## src/rtl/ps2_host_tx.sv

```systemverilog
// Host-to-device PS/2 byte sender: inhibit, request-to-send, 11-bit frame, ACK sample. Pad edge to data update 3 cycles.
// Backpressure: ready_out is high only in IDLE; valid_in is ignored during a transaction.
module ps2_host_tx #(
  parameter int INHIBIT_CYCLES = 10000,
  parameter int RTS_CYCLES     = 2000,
  parameter int TIMEOUT_CYCLES = 2000000
) (
  input  logic       clk_in,
  input  logic       rst_in,
  input  logic [7:0] data_in,
  input  logic       valid_in,
  output logic       ready_out,
  input  logic       ps2_clk_in,
  input  logic       ps2_data_in,
  output logic       ps2_clk_oe,
  output logic       ps2_data_oe,
  output logic       done_out,
  output logic       ack_ok_out,
  output logic       error_out
);

  localparam int MAX_IR = (INHIBIT_CYCLES > RTS_CYCLES) ? INHIBIT_CYCLES : RTS_CYCLES;
  localparam int MAX_C  = (TIMEOUT_CYCLES > MAX_IR) ? TIMEOUT_CYCLES : MAX_IR;
  localparam int CW     = $clog2(MAX_C + 1);

  localparam logic [CW-1:0] INH_LAST = CW'(INHIBIT_CYCLES - 1);
  localparam logic [CW-1:0] RTS_LAST = CW'(RTS_CYCLES - 1);
  localparam logic [CW-1:0] TO_LAST  = CW'(TIMEOUT_CYCLES - 1);
  localparam logic [CW-1:0] CNT_MAX  = '1;

  typedef enum logic [2:0] {IDLE, INHIBIT, RTS, SEND, WAIT_ACK, WAIT_IDLE} state_t;

  state_t        state;
  logic [CW-1:0] cnt;
  logic [3:0]    bit_cnt;
  logic [9:0]    shreg;
  logic          ack;
  logic          clk_s1, clk_s2, clk_prev;
  logic          data_s1, data_s2;
  logic          fall;

  always_ff @(posedge clk_in or negedge rst_in) begin
    if (!rst_in) begin
      clk_s1   <= 1'b1;
      clk_s2   <= 1'b1;
      clk_prev <= 1'b1;
      data_s1  <= 1'b1;
      data_s2  <= 1'b1;
    end else begin
      clk_s1   <= ps2_clk_in;
      clk_s2   <= clk_s1;
      clk_prev <= clk_s2;
      data_s1  <= ps2_data_in;
      data_s2  <= data_s1;
    end
  end

  assign fall = clk_prev & ~clk_s2;

  always_ff @(posedge clk_in or negedge rst_in) begin
    if (!rst_in) begin
      state       <= IDLE;
      cnt         <= '0;
      bit_cnt     <= '0;
      shreg       <= '1;
      ack         <= 1'b0;
      ready_out   <= 1'b1;
      ps2_clk_oe  <= 1'b0;
      ps2_data_oe <= 1'b0;
      done_out    <= 1'b0;
      ack_ok_out  <= 1'b0;
      error_out   <= 1'b0;
    end else begin
      done_out  <= 1'b0;
      error_out <= 1'b0;
      case (state)
        IDLE: begin
          ready_out <= 1'b1;
          if (valid_in && ready_out) begin
            // frame bits after start, consumed LSB first: data, odd parity, stop
            shreg      <= {1'b1, ~^data_in, data_in};
            ack_ok_out <= 1'b0;
            ready_out  <= 1'b0;
            ps2_clk_oe <= 1'b1;
            cnt        <= '0;
            state      <= INHIBIT;
          end
        end
        INHIBIT: begin
          if (cnt == INH_LAST) begin
            cnt         <= '0;
            ps2_data_oe <= 1'b1;
            state       <= RTS;
          end else begin
            cnt <= cnt + 1'b1;
          end
        end
        RTS: begin
          if (cnt == RTS_LAST) begin
            cnt        <= '0;
            bit_cnt    <= '0;
            ps2_clk_oe <= 1'b0;
            state      <= SEND;
          end else begin
            cnt <= cnt + 1'b1;
          end
        end
        default: begin
          if (cnt == TO_LAST) begin
            ps2_clk_oe  <= 1'b0;
            ps2_data_oe <= 1'b0;
            done_out    <= 1'b1;
            error_out   <= 1'b1;
            ack_ok_out  <= 1'b0;
            state       <= IDLE;
          end else begin
            cnt <= (cnt == CNT_MAX) ? cnt : cnt + 1'b1;
            case (state)
              SEND: begin
                if (fall) begin
                  ps2_data_oe <= ~shreg[0];
                  shreg       <= {1'b1, shreg[9:1]};
                  bit_cnt     <= bit_cnt + 1'b1;
                  // fall 10 drives the stop bit, which releases the data line
                  if (bit_cnt == 4'd9) state <= WAIT_ACK;
                end
              end
              WAIT_ACK: begin
                if (fall) begin
                  ack   <= ~data_s2;
                  state <= WAIT_IDLE;
                end
              end
              WAIT_IDLE: begin
                if (clk_s2 && data_s2) begin
                  done_out   <= 1'b1;
                  ack_ok_out <= ack;
                  error_out  <= ~ack;
                  state      <= IDLE;
                end
              end
              default: state <= IDLE;
            endcase
          end
        end
      endcase
    end
  end

endmodule

```

## config.mk

```make
export PLATFORM = sky130hd
export DESIGN_NAME = ps2_host_tx
export DESIGN_NICKNAME = d
export VERILOG_FILES = /design/src/rtl/ps2_host_tx.sv
export SDC_FILE = /design/constraint.sdc
export NUM_CORES = 1
export LEC_CHECK = 0
export ABC_CLOCK_PERIOD_IN_PS = 2800
export CAP_MARGIN = 40
export CORE_UTILIZATION = 30
export CTS_BUF_LIST = sky130_fd_sc_hd__clkbuf_16
export DETAILED_ROUTE_END_ITERATION = 6
export PLACE_DENSITY = 0.48
export SETUP_SLACK_MARGIN = 0.3
export SLEW_MARGIN = 20
export SYNTH_ARGS = -nofsm -noshare
export SYNTH_HDL_FRONTEND = slang
export SYNTH_SLANG_ARGS = --single-unit
```

## constraint.sdc

```tcl
create_clock -name clk_in -period 2.8 [get_ports clk_in]
set_clock_uncertainty 0.05 [all_clocks]
set_input_delay 0.56 -clock clk_in [delete_from_list [all_inputs] [get_ports clk_in]]
set_output_delay 0.56 -clock clk_in [all_outputs]
set_load 0.05 [all_outputs]
```

==> key figures <==
Run status
  • Status: finished, final reports clean

Min path
  • Type of the most critical hold path: input port to asynchronous set/reset pin

Detailed routing
  • Initial DRC Count: 111
  • Antenna Violating Nets Remaining: 0
  • Via Count: 2326
  • Drt wl/cell: 15.2 µm
  • DRC errors left: 0
  • Final WL: 6.77 mm
  • Routed vias/inst: 5.24
  • DR pass1 iterations: 4

Placed design
  • Routability cong.: 0.801
  • Port Buf Inserts: 18
  • DP Wirelength: 4.76 mm

STA
  • Period utilization: 84.9%
  • Worst Max-Slew Pin Slew: 0.532 ns
  • Unrepaired setup endpoints after global routing: true
  • Max Transition Viols Final: 0
  • Rel. slew slack: 64.3%
  • Fin. Hold Viols: 0
  • FMAX: 421 MHz
  • Tmin final: 2.38 ns
  • Setup TNS: 0 ns
  • Hold WS: 0.179 ns
  • Setup violations, final: 0

Final layout
  • P&R area growth vs syn: 25.8%
  • Antenna diodes: 0
  • Layout cells sized above 1: 19.3%
  • Final #Nets: 351
  • Fillers: 904
  • Leading cell type in the layout, fill and taps excluded: nor2_1
  • Most frequent cells in the layout: nor2_1, dfrtp_1, nand2_1

Critical path
  • Startpoint Class: flip-flop
  • FF-to-FF Start: cnt[15]$_DFFE_PN0P_
  • Largest fanout on the critical path: 8
  • R2R setup slack: 0.42 ns
  • Crit Reg-Reg Endpoint: cnt[3]$_DFFE_PN0P_
  • Crit Path Class: flip-flop to flip-flop
  • CP required: 2.93 ns
  • CP arrival: 2.51 ns
  • CP Capture Type: flip-flop
  • Reg2Reg Depth: 7

Synth
  • Post-synthesis sequential area ratio: 45.6%
  • #FFs+latches synth: 49
  • Post-synth EDFFs: 0
  • Post-Syn Instances: 297
  • Cell area after synthesis: 0.00273 mm²
  • Avg Cell Area, Syn: 9.19 µm²
  • Syn_nets: 313
  • Synth Warn #: 0
  • Yosys cell types: 50
  • Ys flop type: dfrtp_1
  • Async S/R FF share, synth: 100%

GRT
  • Grt ovf: 0
  • Vias in the first global route: 2363
  • Largest net degree at the start of global routing: 23
  • First-pass GRT wire length: 11.6 mm
  • Total track usage: 15.0%
  • Initial antenna violation count: 0

Pwr
  • PD cells: 427 mW/mm²
  • Peak VDD IR: 0.243 mV
  • Sw frac: 20.4%
  • Seq pwr share: 48.9%
  • Total power draw: 1.47 mW
  • Leakage power: 1.36 nW
  • Clock power share: 46.9%
  • Int Pwr: 1.17 mW
  • Comb power frac: 4.2%
  • P_sw: 0.300 mW

CTS
  • CTS H-tree depth: 2
  • Worst-Skew Late Latency: 0.29 ns
  • CTS Buffer Depth: 2
  • CTS buffer count: 5
  • CTS sink count: 49
  • Worst-path clk slew: 0.07 ns
  • Cts-stage hold buffer count: 0
  • CTS tree: yes
  • Root buf cell: clkbuf_16

Floorplan
  • Initial Utilization: 31.1%
  • Die area: 0.00948 mm²
  • I/O pins: 19
  • Rows: 34
  • Die Width: 97.4 µm
  • Die H: 97.4 µm
  • Core area: 0.00876 mm²

Run
  • Maxcap violations: 0
==> cell usage after synthesis (2+ instances only) <==
library cell / number / share of area [%]
o31ai_1: 3 / 0.83
nand2_1: 26 / 3.6
o22ai_1: 2 / 0.46
nand3_1: 13 / 2.4
dfrtp_1: 34 / 31
buf_4: 2 / 0.55
nor4b_1: 5 / 1.6
or3_1: 5 / 1.1
a22o_1: 2 / 0.64
nand2b_1: 3 / 0.69
and4_1: 2 / 0.64
and2_1: 3 / 0.69
nor4_1: 2 / 0.46
inv_1: 6 / 0.83
a21oi_1: 16 / 2.9
and3_1: 3 / 0.69
dfstp_2: 15 / 14
mux2i_1: 10 / 3.7
xor2_1: 11 / 3.5
xnor2_1: 9 / 2.9
ha_1: 3 / 1.4
nor3_1: 12 / 2.2
nand4b_1: 2 / 0.64
a21o_1: 3 / 0.83
o211ai_1: 2 / 0.55
nor3b_1: 2 / 0.55
or4_1: 3 / 0.83
nand4_1: 14 / 3.2
clkbuf_1: 10 / 1.4
o21ai_0: 13 / 2.4
nor2_1: 41 / 5.6
nor2b_1: 2 / 0.46
==> power by group through the flow <==
| stage | Combinational (mW) | Sequential (mW) | Clock [mW] |
|---|---|---|---|
| CTS | 0.0641 | 0.717 | 0.717 |
| global placement | 0.0590 | 0.730 | 0 |
| finish | 0.0615 | 0.717 | 0.688 |
| global route | 0.0683 | 0.717 | 0.740 |
| floorplan | 0.0198 | 0.729 | 0 |
| detailed placement | 0.0632 | 0.730 | 0 |
==> worst max-delay path: stages (launching register included) <==
cell	delay (ns)
dfrtp_1	0.47
or3_1	0.42
or4_4	0.53
o31ai_4	0.22
buf_6	0.15
and3_4	0.22
nor4_1	0.06
a21o_1	0.15
==> area by class of cell <==
type | instances | area, µm² | share of cell area (%)
clock buffers | 5 | 125 | 3.65
well taps | 108 | 135 | 3.94
multi-input cells | 229 | 1450 | 42.3
repair buffers | 44 | 410 | 12.0
flip-flops and latches | 49 | 1240 | 36.3
inverters | 6 | 22.5 | 0.656
clock inverters | 3 | 42.5 | 1.24
==> sequential cells by signal, summed over array words and instances (netlist names), 3 cells and up <==
name     cells
shreg        9
cnt         21
state        3
bit_cnt      4
==> metal layers <==
metal	global-route usage [%]	wire, µm	vias up
met5	0	0	-
met4	5.09	138	0
met3	2.95	250	14
met2	24.6	3130	55
met1	19.9	3250	1107
li1	-	-	1150
==> worst max path at each step <==
stage	from	to	slack (ns)
after floorplan	cnt[19]$_DFFE_PN0P_	cnt[3]$_DFFE_PN0P_	0.43
after global placement	valid_in	cnt[18]$_DFFE_PN0P_	0.21
after detailed placement	valid_in	cnt[18]$_DFFE_PN0P_	0.21
after CTS	state[0]$_DFFE_PN0P_	cnt[7]$_DFFE_PN0P_	0.31
after global routing	state[0]$_DFFE_PN0P_	cnt[7]$_DFFE_PN0P_	0.27
final	cnt[15]$_DFFE_PN0P_	cnt[3]$_DFFE_PN0P_	0.42
==> kinds of logic (layout without fill, tap and decap cells) <==
group                      after synthesis  in the layout  share of synthesized area (%)
AOI/OAI and AO/OA                       52             52                           12.6
buffers and inverters                   19             58                           2.89
adders and majority gates                3              3                           1.38
and+or+nand+nor                        143            143                           27.1
xor gates and xnor gates                20             20                           6.42
muxes                                   11             11                           4.08
DFF                                     49             49                           45.6
==> timing repair <==
| action | CTS | global route |
|---|---|---|
| setup buffers | 0 | 4 |
| gates resized for setup | 5 | 8 |
| pin swaps | 0 | 2 |
| setup endpoints to repair | 16 | 24 |
| gates cloned | 0 | 0 |
==> metrics by stage <==
step / cells / setup slack [ns] / utilization, % / cell area (µm²)
2_1_floorplan: 297 / 0.430 / - / 2730
3_3_place_gp: 430 / 0.213 / 36.0 / 3160
3_5_place_dp: 432 / 0.212 / 36.4 / 3190
4_1_cts: 440 / 0.310 / 38.4 / 3370
5_1_grt: 444 / 0.274 / 39.2 / 3430
6_report: 444 / 0.422 / 39.2 / 3430
Power figures use the tool's default switching activity.
